## config.mk

```make
export PLATFORM = sky130hd
export DESIGN_NAME = cpu_checker_chclass
export DESIGN_NICKNAME = d
export VERILOG_FILES = /design/src/rtl/cpu_checker_pkg.sv /design/src/rtl/cpu_checker_chclass.sv
export SDC_FILE = /design/constraint.sdc
export NUM_CORES = 1
export LEC_CHECK = 0
export CORE_AREA = 2 2 39 41
export DETAILED_ROUTE_END_ITERATION = 16
export DIE_AREA = 0 0 41 43
export SLEW_MARGIN = 20
export SYNTH_ARGS = -nofsm -noshare
export SYNTH_HDL_FRONTEND = slang
export SYNTH_SLANG_ARGS = --single-unit
export TNS_END_PERCENT = 1
```

## constraint.sdc

```tcl
create_clock -name vclk -period 2.2
set_input_delay 0.44 -clock vclk [all_inputs]
set_output_delay 0.44 -clock vclk [all_outputs]
set_load 0.01 [all_outputs]
```

## src/rtl/cpu_checker_pkg.sv

```systemverilog
// cpu_checker_pkg: recogniser states, ASCII symbols and field-length limits
// shared by the trace-line checker and its character classifier.
package cpu_checker_pkg;

    typedef enum logic [3:0] {
        IDLE, TIME, PC, COLON_SP, GRF, ADDR, SP_LT, EQ,
        SP_DATA, DATA, HASH_WAIT, DONE_REG, DONE_MEM
    } state_t;

    localparam logic [7:0] CH_CARET  = 8'h5e;
    localparam logic [7:0] CH_AT     = 8'h40;
    localparam logic [7:0] CH_COLON  = 8'h3a;
    localparam logic [7:0] CH_DOLLAR = 8'h24;
    localparam logic [7:0] CH_STAR   = 8'h2a;
    localparam logic [7:0] CH_LT     = 8'h3c;
    localparam logic [7:0] CH_EQ     = 8'h3d;
    localparam logic [7:0] CH_HASH   = 8'h23;
    localparam logic [7:0] CH_SPACE  = 8'h20;

    // one extra bit over 3 so a full 8-digit field is distinguishable from zero
    localparam int CNT_W = 4;
    localparam logic [CNT_W-1:0] TIME_MAX = 4'd4;
    localparam logic [CNT_W-1:0] GRF_MAX  = 4'd4;
    localparam logic [CNT_W-1:0] HEX_LEN  = 4'd8;

endpackage

```

## src/rtl/cpu_checker_chclass.sv

```systemverilog
// cpu_checker_chclass: combinational classifier turning one ASCII character
// into digit-class flags and per-symbol strobes.
module cpu_checker_chclass
    import cpu_checker_pkg::*;
(
    input  logic [7:0] char,
    output logic       is_dec,
    output logic       is_hex,
    output logic       is_caret,
    output logic       is_at,
    output logic       is_colon,
    output logic       is_dollar,
    output logic       is_star,
    output logic       is_lt,
    output logic       is_eq,
    output logic       is_hash,
    output logic       is_space
);

    // lowercase a-f only; uppercase hex is rejected by design
    assign is_dec    = char >= 8'h30 && char <= 8'h39;
    assign is_hex    = is_dec || (char >= 8'h61 && char <= 8'h66);
    assign is_caret  = char == CH_CARET;
    assign is_at     = char == CH_AT;
    assign is_colon  = char == CH_COLON;
    assign is_dollar = char == CH_DOLLAR;
    assign is_star   = char == CH_STAR;
    assign is_lt     = char == CH_LT;
    assign is_eq     = char == CH_EQ;
    assign is_hash   = char == CH_HASH;
    assign is_space  = char == CH_SPACE;

endmodule

```

* Word-level counts from Yosys, hierarchy flattened
Index checks and enable logic that the tools add are counted.
Storage, ports and cells: register bits after elaboration 0, latch bits 0, memory bits (writable) 0, bits in read-only memories 0, input bits 8, output and inout port bits 11, logic and storage cells 16, memories kept 0
Operators by class: add/sub/neg operators 0, $mul 0, divide/modulo/power cells 0, order comparisons 4, eq/ne operators 9, shifts and indexed selects 0, mux-type cells 0, bitwise gates (word level) 0, reduce and logical (&&, ||, !) cells 3
Operator list (number):
- $eq 8x6->1 const B | 7
- $eq 8x7->1 const B | 2
- $ge 8x6->1 const B | 1
- $ge 8x7->1 const B | 1
- $le 8x6->1 const B | 1
- $le 8x7->1 const B | 1
- $logic_and 1x1->1 | 2
- $logic_or 1x1->1 | 1

* Logic depth before layout (Yosys ltp)
Gate-level depths: netlist of the first run.
word-level depth 3, depth in mapped cells 3, mapped depth without buffers 3

* Least setup slack after synthesis of the first run
OpenSTA, ideal clock, no wires.
path type in2out, start input char[4], end output is_dollar, data arrival time 1.375 ns, setup slack 0.385 ns, stages 3, buffers on the path 0, path through nand2b_1 or4_4 nor4b_2
On the way: cells in the longest elaborated chain, start to end 1
Ends and longest elaborated chain:
- start, declared | RTL line cpu_checker_chclass.sv:6 | input logic [7:0] char,
- $eq 8x6->1 | RTL line cpu_checker_chclass.sv:26 | assign is_dollar = char == CH_DOLLAR;
- end, declared | RTL line cpu_checker_chclass.sv:12 | output logic is_dollar,
No other way between the ends.

* Worst setup path in the final report of the first run
start input char[7], end output is_lt
On the way: cells in the longest elaborated chain, start to end 1
Ends and longest elaborated chain:
- $eq 8x6->1 | RTL line cpu_checker_chclass.sv:28 | assign is_lt = char == CH_LT;
- end, declared | RTL line cpu_checker_chclass.sv:14 | output logic is_lt,
No other way between the ends.

==> flow_results.org, run 1 <==
** Worst setup path
- Data on the critical path arrives at its endpoint at between 1500 and 2000 ps.
- Startpoint type of the worst setup path :: input pin
- The kind of cell with the highest combined delay along the critical path is buffers and inverters.
- Critical-path cell with the highest stage delay :: sky130_fd_sc_hd__nor4bb_2
- Kind of end point of the critical path :: output pin
- Category of the most critical setup path :: input pin to output pin
- Cells along the critical path :: dlygate4sd2_1 -> nor4bb_2 -> buf_4 -> nand3_1 -> nor3_1 -> clkdlybuf4s15_2
- Of all nets on the critical path, the largest fanout is 4.
- Data on the critical path is required at its endpoint by 1760 ps.
- For this run, the slowest stage of the critical path takes 290 ps.
- Count of buffering cells on the critical path with inverters included :: 3

** STA
- At the pin with the least slew margin, the transition time is roughly 210 ps.
- Min cycle time layout :: approximately 2100 ps
- Number of pins exceeding their max-slew limit in the final report :: 0
- Setup repair after global routing could not meet its margin everywhere.
- Highest clock rate :: 466.2 MHz
- Relative slew slack :: between 80 and 90%
- Setup violations remaining at the end of the flow were counted as 0.
- Crit share post-route :: 97.49%
- After routing, the total negative slack on setup checks comes to 0 ps.
- Final count of hold timing violations :: 0

** Final layout
- The final layout contains 62 nets.
- Cells fill 32.64% of the core in the end.
- The layout has 158 filler cells.
- The post-route netlist has between 50 and 60% of its cells at a drive strength greater than 1.
- The design has 0 sequential cells.
- The sequential cells in the finished layout cover a total of 0 sq um.
- Clock buffers in the final layout number 0.
- Layout area overhead :: 156.0%
- The number of antenna diodes in the final layout is 0.

** Pwr
- IR analysis of the VDD net gives a maximum drop of around 0.056 mV.
- Dividing total power by cell area gives a power density of 106.1 nW/um^2.
- P_leak :: 0.2205 nW

** Global route
- Largest net degree at the start of global routing :: 8
- Global-route wire length before repair :: around 1.2 mm
- The via count of the first global-routing pass came to a little under 300.
- Residual overflow from global routing :: 0
- Total Routing Usage GR :: approximately 9%
- The number of antenna violations at the first check in global routing was 0.

** Outcome
- The flow ran to the end, and the final reports show no timing, DRC or antenna violations.

** Floorplanning
- The core region is 1384 sq um.
- In this run the core area contains 14 standard-cell rows.
- 19 I/O pins were placed.
- In this run the horizontal extent of the chip is a little over 40 microns.
- The die is between 40 and 50 microns tall.
- Initial core utilization :: approximately an eighth
- Overall die area :: between 1500 and 2000 sq um

** Place
- Gp weighted congestion :: ~0.7
- During placement, the flow inserted port buffers numbering 19.

** Flow run
- Number of violations of the max-capacitance limit :: 0

** Detailed routing
- Sum of routed wire length over all layers :: around 700 microns
- After detailed routing, the average wire length per cell comes to 10.53 microns.
- Using the TritonRoute via totals, the vias-per-cell ratio works out to ~4.4.
- Routed vias :: approximately 300
- The detail route stage leaves a number of antenna-violating nets equal to 0.
- Iteration-0 DRC Markers :: 0
- Count of TritonRoute iterations in the first routing pass :: 1
- Detailed-route DRC error count :: 0

** CTS
- Number of buffers inserted to repair setup after CTS :: 0

** Yosys
- Summing every instance area after synthesis gives 176.4 sq um.
- Counting every instance in the synthesized netlist gives 25.
- During synthesis, Yosys emitted a total of 0 warnings.
- Netlist cell types :: 20
- Post-Syn Area per Cell :: slightly above 7 sq um
- Sequential elements use 0% of the synthesized area.
- Post-synthesis net count :: 33

** Hold path
- Worst min path class :: input pin to output pin
==> per-layer routing <==
layer	GRT usage (%)	wire length, microns	vias to the layer above
met5	0	0	-
met4	0	0	0
met3	0	87	0
met2	16.56	332	15
met1	11.71	296	132
li1	-	-	155
==> area by class of cell <==
class	count	area, sq um	area share, %
well taps	16	20.02	4.432
repair buffers	27	217.7	48.20
multi-input cells	25	214.0	47.37
==> tightest hold or removal path, stage by stage <==
cell and delay [ps]:
sky130_fd_sc_hd__buf_2 110, sky130_fd_sc_hd__buf_4 110, sky130_fd_sc_hd__nor3_2 30, sky130_fd_sc_hd__buf_2 120
==> cell usage after synthesis <==
library cell | number | share of area (%)
sky130_fd_sc_hd__nand2b_1 | 2 | 7.1
sky130_fd_sc_hd__or4_4 | 1 | 6.4
sky130_fd_sc_hd__and2_1 | 1 | 3.5
sky130_fd_sc_hd__o21ai_0 | 1 | 2.8
sky130_fd_sc_hd__nor2b_1 | 1 | 3.5
sky130_fd_sc_hd__nand4_1 | 1 | 3.5
sky130_fd_sc_hd__nand3b_1 | 1 | 4.3
sky130_fd_sc_hd__nor3b_1 | 1 | 4.3
sky130_fd_sc_hd__nor4b_2 | 1 | 8.5
sky130_fd_sc_hd__nor4bb_1 | 1 | 5.7
sky130_fd_sc_hd__nor3_2 | 1 | 5.7
sky130_fd_sc_hd__or3_4 | 1 | 6.4
sky130_fd_sc_hd__a31o_2 | 1 | 5.0
sky130_fd_sc_hd__nor3_1 | 4 | 11
sky130_fd_sc_hd__or3_1 | 1 | 3.5
sky130_fd_sc_hd__nand2_1 | 1 | 2.1
sky130_fd_sc_hd__nand3_1 | 2 | 5.7
sky130_fd_sc_hd__nor4_1 | 1 | 3.5
sky130_fd_sc_hd__nor2_1 | 1 | 2.1
sky130_fd_sc_hd__and2b_2 | 1 | 5.0
==> cells in the final DEF, fill, tap and decap left out, types with 2 or more instances in the layout <==
| master | instances |
|---|---|
| sky130_fd_sc_hd__clkdlybuf4s15_2 | 2 |
| sky130_fd_sc_hd__nor3_2 | 2 |
| sky130_fd_sc_hd__nand3_1 | 2 |
| sky130_fd_sc_hd__nor3_1 | 3 |
| sky130_fd_sc_hd__buf_4 | 8 |
| sky130_fd_sc_hd__or3_4 | 2 |
| sky130_fd_sc_hd__buf_2 | 6 |
| sky130_fd_sc_hd__dlymetal6s2s_1 | 3 |
| sky130_fd_sc_hd__dlygate4sd2_1 | 6 |
==> through the flow <==
stage / instance area, sq um / setup WS [ps] / instances / hold slack [ps] / total power, W
6_report: 451.7 / 55.18 / 68 / 1254 / 0.00004793
2_1_floorplan: 176.4 / 384.8 / 25 / 913.2 / 0.00001176
3_5_place_dp: 446.7 / -573.4 / 68 / 1935 / 0.00004882
4_1_cts: 441.7 / -69.26 / 68 / 1346 / 0.00004815
3_3_place_gp: 446.7 / -570.1 / 68 / 1926 / 0.00004847
5_1_grt: 451.7 / -1.216 / 68 / 1266 / 0.00005260
==> final timing paths <==
check	to	from	depth (start not counted)	slack, ps
worst min-delay path	is_at	char[4]	4	1250
worst max-delay path	is_lt	char[7]	6	60
==> report_power, final <==
group / switching, W / internal, W / leakage, nW
Clock: 0 / 0 / 0
Sequential: 0 / 0 / 0
Combinational: 0.0000214 / 0.0000265 / 0.220
==> kinds of logic after synthesis <==
| group | after synthesis | share of synthesized area (%) |
|---|---|---|
| compound gates | 2 | 7.800 |
| simple gates | 23 | 92.21 |
==> timing repair <==
item,in CTS,in global routing
setup endpoints to repair,11,7
hold buffers,0,0
pin swaps,4,3
resized for setup,44,7
gates cloned,0,0
Note: power is estimated with default switching activity, not from simulation.
==> run 2, diff against run 1 <==
--- a/config.mk
+++ b/config.mk
@@ -5,6 +5,7 @@
 export SDC_FILE = /design/constraint.sdc
 export NUM_CORES = 1
 export LEC_CHECK = 0
+export ABC_AREA = 1
 export CORE_AREA = 2 2 39 41
 export DETAILED_ROUTE_END_ITERATION = 16
 export DIE_AREA = 0 0 41 43
==> run 2 against run 1 <==
Net effect:
- flip-flop and latch count did not move
- via count rose by 16%
- synthesized cell count rose by 88%
- largest cell class unchanged
- worst setup slack improved by 37 ps
- first-iteration DRC count rose by 6
- highest routed layer unchanged
- die area did not move
- worst hold slack improved by 120 ps
- non-clock buffer count fell by 4
- global-route usage fell by 0.50 points
- critical path depth did not move
- sequential share of layout area did not move
- design area fell by 5.0%
==> flow_results.org, run 2 <==
** Outcome
- Status :: complete, no violations (unchanged)

** STA
- The headroom to the max-slew limit came to 83.49% (was 85.47%).
- The post-route worst hold slack was 1379 ps (was 1254 ps).
- The total of endpoints with negative setup slack in the final report was 0 (unchanged).
- Slew of the pin with the lowest slew margin :: 247.7 ps (was 214.9 ps)
- Final count of hold timing violations :: 0 (unchanged)
- The maximum achievable frequency is 474.3 MHz (was 466.2 MHz).
- The final clock period utilization by the worst path came to 95.83% (was 97.49%).
- The final period demand of the worst path is 2108 ps (was 2145 ps).
- Number of pins exceeding their max-slew limit in the final report :: 0 (unchanged)
- The smallest setup slack after layout is 91.75 ps (was 55.18 ps).
- RSZ-0062 raised after global routing: false (was true).

** Detailed routing
- The number of detailed-route iterations in the first pass is 3 (was 1).
- The residual antenna-violating net count after detailed routing came to 0 (unchanged).
- The starting DRC count in detailed routing was 6 (was 0).
- The routed length per placed instance is 8.140 microns (was 10.53 microns).
- The total detailed-routing wirelength is 700 microns (was 716 microns).
- Routed vias :: 349 (was 302)
- Detailed-route DRC error count :: 0 (unchanged)
- Via/cell ratio :: 4.058 (was 4.441)

** Yosys
- The leading area contributor after synthesis is sky130_fd_sc_hd__nand2_1 (was sky130_fd_sc_hd__nor3_1).
- The count of different cell masters after synthesis was 9 (was 20).
- Top-area cell type share of the netlist area :: 25.77% (was 11.35%)
- The sequential cell area fraction in the yosys report is 0% (unchanged).
- The most repeated cell in the gate-level netlist after synthesis was sky130_fd_sc_hd__nand2_1 (was sky130_fd_sc_hd__nor3_1).
- Cell area after synthesis :: 203.9 sq um (was 176.4 sq um)
- Number of warnings issued by yosys :: 0 (unchanged)
- Post-Syn Area per Cell :: 4.339 sq um (was 7.057 sq um)
- Area contributors post-synth: sky130_fd_sc_hd__nand2_1, sky130_fd_sc_hd__inv_1, sky130_fd_sc_hd__nor2_1 (was sky130_fd_sc_hd__nor3_1, sky130_fd_sc_hd__nor4b_2, sky130_fd_sc_hd__nand2b_1).
- The post-synth net total is 55 (was 33).
- The synthesized netlist cell count came to 47 (was 25).
- Most frequent cells after synthesis: sky130_fd_sc_hd__nand2_1, sky130_fd_sc_hd__inv_1, sky130_fd_sc_hd__nor2_1, sky130_fd_sc_hd__nor3_1 (was sky130_fd_sc_hd__nor3_1, sky130_fd_sc_hd__nand2b_1, sky130_fd_sc_hd__nand3_1).

** Worst setup path
- Kind of cell with the highest combined delay on the critical path :: buffers and inverters (unchanged)
- The largest incremental delay on the critical path was 490 ps (was 290 ps).
- Cells along the critical path :: clkdlybuf4s50_1 -> inv_1 -> nor2_1 -> nand2_1 -> nor4_1 -> dlygate4sd2_1 (was dlygate4sd2_1 -> nor4bb_2 -> buf_4 -> nand3_1 -> nor3_1 -> clkdlybuf4s15_2)
- The critical path buffer and inverter count came to 3 (unchanged).
- Critical path launch point :: char[5] (was char[7])
- Category of the most critical setup path :: input pin to output pin (unchanged)
- The endpoint kind of the worst setup timing path is an output pin (unchanged).
- Critical path peak fanout :: 4 (unchanged)
- The launching element type of the critical path was an input pin (unchanged).
- Worst endpoint required time :: 1760 ps (about the same)
- The worst path arrival time came to 1670 ps (was 1700 ps).
- Critical-path cell with the highest stage delay :: sky130_fd_sc_hd__clkdlybuf4s50_1 (was sky130_fd_sc_hd__nor4bb_2)

** Final layout
- The area added between synthesis and finish came to 110.4% (was 156.0%).
- The final net count is 80 (was 62).
- The fraction of layout instances using a drive strength above 1 was 14.29% (was 53.85%).
- Number of sequential storage elements :: 0 (unchanged)
- Number of inserted filler cells in the final layout :: 154 (was 158)
- The area taken by flip-flops and latches was 0 sq um (unchanged).
- N_diodes :: 0 (unchanged)
- Top library cells by usage in the layout, fill and taps aside: sky130_fd_sc_hd__nand2_1, sky130_fd_sc_hd__dlygate4sd2_1, sky130_fd_sc_hd__inv_1 (was sky130_fd_sc_hd__buf_4, sky130_fd_sc_hd__dlygate4sd2_1, sky130_fd_sc_hd__buf_2).
- Clock buffer cells :: 0 (unchanged)
- The most common cell after layout, fill and taps aside is sky130_fd_sc_hd__nand2_1 (was sky130_fd_sc_hd__buf_4).

** Pwr
- Switching power summed over all nets :: 0.00002605 W (was 0.00002144 W)
- The largest voltage drop on the vdd net was 0.04586 mV (was 0.05647 mV).
- The total internal power came to 0.00002361 W (was 0.00002649 W).
- Power density cells :: 115.7 nW/um^2 (was 106.1 nW/um^2)
- Share of power burned in combinational logic :: 100.0% (about the same)
- The share of power burned in registers is 0% (about the same).
- P_leak :: 0.2534 nW (was 0.2205 nW)
- The switching fraction of total power came to 52.45% (was 44.74%).
- Clock power frac :: 0% (about the same)

** Hold path
- The hold path startpoint is char[4] (unchanged).
- The class of the tightest hold or removal check was input pin to output pin (unchanged).

** Global route
- Residual overflow from global routing :: 0 (unchanged)
- Largest net degree at the start of global routing :: 8 (unchanged)
- Total Routing Usage GR :: 8.492% (was 8.991%)
- The wire length of the first global-routing pass is 1.138 mm (was 1.179 mm).
- Initial antenna violation count :: 0 (unchanged)
- The via count of the first global-routing pass was 295 (was 296).

** Floorplanning
- The placeable core area came to 1384 sq um (unchanged).
- Overall die area :: 1763 sq um (unchanged)
- The number of top-level pins was 19 (unchanged).
- The width of the die came to 41 microns (unchanged).
- Initial core utilization :: 14.74% (was 12.75%)
- # rows :: 14 (unchanged)
- Floorplan die height :: 43 microns (unchanged)

** Flow run
- Number of violations of the max-capacitance limit :: 0 (unchanged)

** Place
- Post-placement setup slack :: -254.0 ps (was -573.4 ps)
- Summed over all nets, the half-perimeter wirelength after detailed placement is around 600 microns.
- The port buffer count came to 19 (unchanged).
- Gp weighted congestion :: 0.7429 (was 0.6873)

** CTS
- The hold buffer count at cts is 0 (unchanged).
## run 2: cell count changes in the layout (fill, tap and decap cells not counted), sizes merged, moves of 2 or more
cell | previous run | this run
clkdlybuf4s15 | 3 | 1
nand4 | 1 | 3
or3 | 2 | 0
buf | 14 | 4
nand2b | 2 | 0
dlymetal6s2s | 3 | 1
nand2 | 1 | 15
inv | 0 | 10
nor2 | 1 | 10
clkdlybuf4s50 | 0 | 4
dlygate4sd2 | 6 | 12
## run 2: power by group through the flow
stage / logic (W) / clock network (W) / registers (W)
finish: 0.0000497 / 0 / 0
global placement: 0.0000522 / 0 / 0
global route: 0.0000557 / 0 / 0
CTS: 0.0000500 / 0 / 0
detailed placement: 0.0000527 / 0 / 0
floorplan: 0.0000195 / 0 / 0
## run 2: final timing paths
path	endpoint	slack [ps]	depth (start not counted)
worst max-delay path	is_dollar	90	6
worst min-delay path	is_at	1380	3
## run 2: cell type report
class	count	area (sq um)	area share (%)
Multi-Input combinational cell	37	168.9	39.36
Timing Repair Buffer	23	202.7	47.23
Inverter	10	37.54	8.746
Tap cell	16	20.02	4.665
## run 2: cells by family (layout without fill, tap and decap cells)
| logic type | after synthesis | after routing | synth area share [%] |
|---|---|---|---|
| AND/OR/NAND/NOR | 37 | 37 | 81.60 |
| buffers and inverters | 10 | 33 | 18.41 |
## run 2: repair_timing
item | CTS | global route
gates resized for setup | 16 | 4
setup buffers | 0 | 0
setup endpoints to repair | 11 | 3
## run 2: through the flow
step	cells	cell area (sq um)	power [W]	setup TNS [ps]	util [%]
after detailed placement	86	444.2	0.00005265	-2092	32.10
after CTS	86	429.2	0.00005004	-136.1	31.01
final	86	429.2	0.00004966	0	31.01
after global routing	86	429.2	0.00005574	0	31.01
after global placement	86	444.2	0.00005220	-2054	32.10
after floorplan	47	203.9	0.00001954	0	-
## run 2: metal layers
layer | wire (microns) | vias to the layer above | GRT usage (%)
met5 | 0 | - | 0
met4 | 0 | 0 | 0
met3 | 47 | 0 | 0
met2 | 317 | 11 | 14.37
met1 | 335 | 143 | 12.34
li1 | - | 195 | -
